$ cat src/rtl/cache_bus_responder.sv
// Memory-side responder for the data cache-bus. Stores are posted into a
// FIFO write buffer and drained to the memory port in order. Loads wait
// behind any buffered stores, then issue one read. Every accepted request
// gets exactly one response pulse, except loads killed by a pipeline flush.
module cache_bus_responder #(
    parameter int WB_DEPTH = 4
) (
    input  logic        clk,
    input  logic        rst_n,
    input  logic        req_valid_i,
    output logic        req_ready_o,
    input  logic        req_we_i,
    input  logic [1:0]  req_size_i,
    input  logic        req_signed_i,
    input  logic [31:0] req_addr_i,
    input  logic [31:0] req_wdata_i,
    input  logic        flush_i,
    output logic        resp_valid_o,
    output logic [31:0] resp_rdata_o,
    output logic        resp_err_o,
    output logic        wb_empty_o,
    output logic        mem_req_o,
    output logic        mem_we_o,
    output logic [31:0] mem_addr_o,
    output logic [3:0]  mem_wstrb_o,
    output logic [31:0] mem_wdata_o,
    input  logic        mem_gnt_i,
    input  logic        mem_rvalid_i,
    input  logic [31:0] mem_rdata_i
);

    localparam int PW = $clog2(WB_DEPTH);
    localparam int CW = PW + 1;

    typedef enum logic [2:0] {
        IDLE,
        LD_WAIT_WB,
        LD_REQ,
        LD_DATA,
        LD_KILL
    } state_t;

    state_t state;

    // Write buffer storage and control
    logic [29:0]   wb_addr [WB_DEPTH];
    logic [3:0]    wb_strb [WB_DEPTH];
    logic [31:0]   wb_data [WB_DEPTH];
    logic [PW-1:0] head;
    logic [PW-1:0] tail;
    logic [CW-1:0] count;

    // Captured load attributes
    logic [31:0] ld_addr;
    logic [1:0]  ld_size;
    logic        ld_signed;

    logic wb_full;
    logic misaligned;
    logic req_fire;
    logic mis_fire;
    logic st_fire;
    logic ld_fire;
    logic wr_req;
    logic ld_req;
    logic push;
    logic pop;

    // Half needs 2-byte alignment, word (and size 3) needs 4-byte alignment.
    function automatic logic is_misaligned(input logic [1:0] size, input logic [1:0] a);
        logic bad;
        case (size)
            2'd0:    bad = 1'b0;
            2'd1:    bad = a[0];
            default: bad = (a != 2'b00);
        endcase
        return bad;
    endfunction

    function automatic logic [3:0] store_strb(input logic [1:0] size, input logic [1:0] a);
        logic [3:0] s;
        case (size)
            2'd0:    s = 4'b0001 << a;
            2'd1:    s = a[1] ? 4'b1100 : 4'b0011;
            default: s = 4'b1111;
        endcase
        return s;
    endfunction

    // Replicate the LSB-aligned store data across every lane it may land on.
    function automatic logic [31:0] store_data(input logic [1:0] size, input logic [31:0] w);
        logic [31:0] d;
        case (size)
            2'd0:    d = {4{w[7:0]}};
            2'd1:    d = {2{w[15:0]}};
            default: d = w;
        endcase
        return d;
    endfunction

    // Pull the addressed byte/half down to bit 0 and zero- or sign-extend it.
    function automatic logic [31:0] load_format(input logic [1:0] size, input logic sgn,
                                                input logic [1:0] a, input logic [31:0] word);
        logic [31:0] sh;
        logic [31:0] r;
        sh = word >> {a, 3'b000};
        case (size)
            2'd0:    r = {{24{sgn & sh[7]}}, sh[7:0]};
            2'd1:    r = {{16{sgn & sh[15]}}, sh[15:0]};
            default: r = word;
        endcase
        return r;
    endfunction

    assign wb_full    = (count == CW'(WB_DEPTH));
    assign misaligned = is_misaligned(req_size_i, req_addr_i[1:0]);

    // A full buffer refuses stores even if the head drains this cycle.
    assign req_ready_o = rst_n & (state == IDLE) & ~flush_i & (~req_we_i | ~wb_full | misaligned);

    assign req_fire = req_valid_i & req_ready_o;
    assign mis_fire = req_fire & misaligned;
    assign st_fire  = req_fire & req_we_i & ~misaligned;
    assign ld_fire  = req_fire & ~req_we_i & ~misaligned;

    // The head stays presented while the FSM is in IDLE/LD_WAIT_WB; nothing
    // else can change head until it is popped, so the request holds stable.
    assign wr_req = (count != '0) & ((state == IDLE) | (state == LD_WAIT_WB));
    assign ld_req = (state == LD_REQ);
    assign push   = st_fire;
    assign pop    = wr_req & mem_gnt_i;

    assign wb_empty_o = (count == '0) & ~wr_req;

    // Memory port mux: buffered write, load read, or quiet zeros.
    always_comb begin
        mem_req_o   = 1'b0;
        mem_we_o    = 1'b0;
        mem_addr_o  = '0;
        mem_wstrb_o = '0;
        mem_wdata_o = '0;
        if (wr_req) begin
            mem_req_o   = 1'b1;
            mem_we_o    = 1'b1;
            mem_addr_o  = {wb_addr[head], 2'b00};
            mem_wstrb_o = wb_strb[head];
            mem_wdata_o = wb_data[head];
        end else if (ld_req) begin
            mem_req_o  = 1'b1;
            mem_addr_o = {ld_addr[31:2], 2'b00};
        end
    end

    // Write buffer pointers and occupancy
    always_ff @(posedge clk or negedge rst_n) begin
        if (!rst_n) begin
            head  <= '0;
            tail  <= '0;
            count <= '0;
        end else begin
            if (push) tail <= tail + PW'(1);
            if (pop)  head <= head + PW'(1);
            case ({push, pop})
                2'b10:   count <= count + CW'(1);
                2'b01:   count <= count - CW'(1);
                default: count <= count;
            endcase
        end
    end

    // Write buffer entry storage
    always_ff @(posedge clk) begin
        if (push) begin
            wb_addr[tail] <= req_addr_i[31:2];
            wb_strb[tail] <= store_strb(req_size_i, req_addr_i[1:0]);
            wb_data[tail] <= store_data(req_size_i, req_wdata_i);
        end
    end

    // Load attributes captured at acceptance
    always_ff @(posedge clk) begin
        if (ld_fire) begin
            ld_addr   <= req_addr_i;
            ld_size   <= req_size_i;
            ld_signed <= req_signed_i;
        end
    end

    // Load sequencing FSM with registered response outputs
    always_ff @(posedge clk or negedge rst_n) begin
        if (!rst_n) begin
            state        <= IDLE;
            resp_valid_o <= 1'b0;
            resp_err_o   <= 1'b0;
            resp_rdata_o <= '0;
        end else begin
            resp_valid_o <= 1'b0;
            resp_err_o   <= 1'b0;
            resp_rdata_o <= '0;
            if (mis_fire) begin
                resp_valid_o <= 1'b1;
                resp_err_o   <= 1'b1;
            end
            if (st_fire) begin
                resp_valid_o <= 1'b1;
            end
            case (state)
                IDLE: begin
                    if (ld_fire) state <= (count == '0) ? LD_REQ : LD_WAIT_WB;
                end
                LD_WAIT_WB: begin
                    if (flush_i)             state <= IDLE;
                    else if (count == '0)    state <= LD_REQ;
                end
                LD_REQ: begin
                    if (mem_gnt_i)    state <= flush_i ? LD_KILL : LD_DATA;
                    else if (flush_i) state <= IDLE;
                end
                LD_DATA: begin
                    // Data arriving in the flush cycle is consumed and dropped.
                    if (mem_rvalid_i) begin
                        if (!flush_i) begin
                            resp_valid_o <= 1'b1;
                            resp_rdata_o <= load_format(ld_size, ld_signed, ld_addr[1:0], mem_rdata_i);
                        end
                        state <= IDLE;
                    end else if (flush_i) begin
                        state <= LD_KILL;
                    end
                end
                LD_KILL: begin
                    if (mem_rvalid_i) state <= IDLE;
                end
                default: state <= IDLE;
            endcase
        end
    end

endmodule

$ cat config.mk
export PLATFORM = sky130hd
export DESIGN_NAME = cache_bus_responder
export DESIGN_NICKNAME = d
export VERILOG_FILES = /design/src/rtl/cache_bus_responder.sv
export SDC_FILE = /design/constraint.sdc
export NUM_CORES = 1
export LEC_CHECK = 0
export CORE_ASPECT_RATIO = 0.5
export CORE_MARGIN = 3
export CORE_UTILIZATION = 28
export CTS_CLUSTER_SIZE = 24
export DETAILED_ROUTE_END_ITERATION = 10
export PLACE_DENSITY = 0.51
export SYNTH_ARGS = -nofsm -noshare
export SYNTH_HDL_FRONTEND = slang
export SYNTH_SLANG_ARGS = --single-unit
$ cat constraint.sdc
create_clock -name clk -period 4.3 [get_ports clk]
set_input_delay 0.645 -clock clk [delete_from_list [all_inputs] [get_ports clk]]
set_output_delay 0.645 -clock clk [all_outputs]
set_load 0.01 [all_outputs]
==> impl_metrics.json <==
{
  "cts.repair_timing.setup_buffer_count": 0,
  "worst_setup_path_end_kind": "primary output",
  "grt_start_max_net_pins": 51,
  "worst_ir_drop_vdd_mv": 0.2657,
  "holdCritPathClass": "input port to async pin",
  "global_route_wire_length_before_repair_um": 50830,
  "grt_setup_unrepaired": "no",
  "post_cts_resize_count": 0,
  "asyncSetResetFlopFracSynth_pct": 12.83,
  "synthesis.area_um2": 13930,
  "synth-seq-cells": 343,
  "hold_fails_final_rpt": 0,
  "worst_slew_pin_slew_ps": 912.1,
  "die_x_um": 321.4,
  "clkLatencyLatePin_ps": 520,
  "tritoncts": "built",
  "row_count": 57,
  "drt_pass1_iterations": 4,
  "die_height_um": 163.7,
  "io_buffers": 209,
  "antenna_left": 0,
  "compound_gate_portion_of_the_synthesized_area_pct": 5.894,
  "design.die.area_um2": 52610,
  "synth_top_cells_by_area": "edfxtp_1 64%, mux4_2 11%, dfrtp_1 7.9%",
  "utilization_pct": 36.88,
  "area_growth_pct": 29.37,
  "outcome": "completed",
  "grt_remaining_overflow": 0,
  "main_flop_type_after_synthesis": "edfxtp_1",
  "post_synth_xor_area_fraction_pct": 0.3774,
  "holdWs_ps": 228.8,
  "synth_enable_flop_cells": 299,
  "yosys-mux-area-fraction_pct": 13.53,
  "ctsRootBufferMaster": "clkbuf_16",
  "grtUsageTotal_pct": 12.80,
  "worstPathArrival_ps": 3020,
  "drive_above_1_share_pct": 18.58,
  "final_net_count": 1073,
  "cts-buffers-inserted": 36,
  "final.fill_count": 4523,
  "layout.cells.most_common": "edfxtp_1",
  "gp_congestion": 0.7754,
  "max_clk_rate_ghz": 0.2727,
  "cts_hold_buffers": 0,
  "clkSinkCount": 343,
  "power_density_nw_per_um2": 563.0,
  "critPathLaunchType": "register",
  "fin_worst_skew_ps": 17.13,
  "synthesis.instances": 737,
  "cp.required_ps": 3650,
  "grt_pass1_vias": 8103,
  "avgRoutedWirePerCell_um": 20.55,
  "effective_utilization_at_floorplan_pct": 28.51,
  "final_slew_viol_count": 0,
  "report.final.setup_viol": 0,
  "routed-via-count": 7480,
  "simple_gate_share_of_the_synthesized_area_pct": 5.148,
  "synth_top_cell_area_share_pct": 64.47,
  "syn_area_per_cell_um2": 18.90,
  "fin_setup_tns_ps": 0,
  "drv.max_cap_violation_count": 0,
  "synth_top_family_by_area": "multiplexers",
  "synth_top_cell_by_area": "edfxtp_1",
  "yosys_warnings": 0,
  "static-leakage-power_nw": 6.103,
  "synth-adder-area-share_pct": 0.5930,
  "remaining_drc_errors": 0,
  "detailed_place_hpwl_um": 22570,
  "seq_area_frac_synth_pct": 72.38,
  "routed_wirelength_um": 33630,
  "clk_path_buf_depth": 3,
  "antenna_found_initial": 2,
  "path_class": "register to primary output",
  "critical_path_peak_fanout": 32,
  "slew-limit-headroom_pct": 39.05,
  "core_area_um2": 48850,
  "timing.final.crit_period_ps": 3667,
  "drt_iter0_drc": 459,
  "io_pins": 212,
  "final_cell_mix": "299 x edfxtp_1, 208 x clkdlybuf4s50_1, 67 x mux4_2, 45 x and2_1, 42 x dfrtp_1",
  "finalCritPeriodShare_pct": 85.28,
  "detail_route.vias_per_cell": 4.572,
  "ctsHtreeMaxLevel": 2,
  "path_clk_slew_ps": 60,
  "yosysUniqueCellTypes": 59
}
## kinds of logic after synthesis
logic type / after synthesis
fa+ha+maj: 6
compound gates: 102
other cells: 1
flops: 343
xor+xnor: 6
mux: 102
simple gates: 116
buf+inv: 61
## synthesized netlist by cell type, types with 6 or more instances
cell	instances
a221oi_1	8
mux2_2	16
nor2_1	23
nand2_1	11
mux4_2	67
inv_1	18
dfrtp_1	44
o2bb2ai_1	16
mux2i_1	18
edfxtp_1	299
and2_1	45
o221a_2	7
a21oi_1	9
buf_4	6
nor2b_1	6
a22o_1	30
buf_2	15
o21ai_0	17
clkbuf_1	17
## power breakdown
group	switching, W	total (W)	internal [W]
Combinational	0.00136	0.00320	0.00184
Sequential	0.000206	0.00394	0.00373
Clock	0.00123	0.00301	0.00178
## through the flow
stage | total power, W | instance area [um^2] | instances | setup WS [ps]
2_1_floorplan | 0.005679 | 13930 | 738 | 276.0
3_3_place_gp | 0.007300 | 16880 | 1572 | 946.8
3_5_place_dp | 0.007315 | 16880 | 1572 | 926.4
4_1_cts | 0.01036 | 18010 | 1634 | 548.0
5_1_grt | 0.01067 | 18020 | 1636 | 450.1
6_report | 0.01014 | 18020 | 1636 | 633.1
## metal layers
layer / global-route usage [%] / routed length [um] / part of all wire [%]
met3: 2.192 / 933 / 2.8
met4: 3.511 / 542 / 1.6
met5: 0 / 0 / 0
met1: 15.06 / 13530 / 40
met2: 24.17 / 18620 / 55
## worst paths after layout
path,startpoint,endpoint,slack (ps),cells after the start
worst min-delay path,rst_n,resp_err_o$_DFF_PN0_,230,2
worst max register to register,state[1]$_DFFE_PN0P_,wb_data[1][6]$_DFFE_PP_,1570,5
worst max-delay path,state[1]$_DFFE_PN0P_,mem_addr_o[20],630,4
worst min register to register,count[2]$_DFFE_PN0P_,count[2]$_DFFE_PN0P_,500,1
min in group clk,count[2]$_DFFE_PN0P_,count[2]$_DFFE_PN0P_,500,1
max in group asynchronous,rst_n,head[0]$_DFFE_PN0P_,3620,2
## layout make-up
| type | count | area [um^2] | share of cell area [%] |
|---|---|---|---|
| antenna | 2 | 5.005 | 0.02778 |
| clock buffer | 45 | 975.9 | 5.417 |
| clock inverter | 17 | 156.4 | 0.8681 |
| inverter | 18 | 67.56 | 0.3750 |
| multi-input combinational | 334 | 3582 | 19.88 |
| sequential | 343 | 10090 | 55.99 |
| tap | 649 | 812.0 | 4.507 |
| timing repair buffer | 228 | 2330 | 12.93 |
## registers in the layout, summed over array words and instances, names as in the netlist
name          cells
resp_valid_o      1
resp_err_o        1
ld_signed         1
ld_size           2
count             3
ld_addr          32
state             3
wb_addr         120
tail              2
wb_data         128
wb_strb          16
head              2
resp_rdata_o     32
## critical path, cell delays in order, from the launching register on
cell             delay (ps)
dfrtp_1                 570
or2b_1                  340
nor2_4                  700
a22o_1                  300
clkdlybuf4s50_1         550
(Power assumes the default switching activity.)
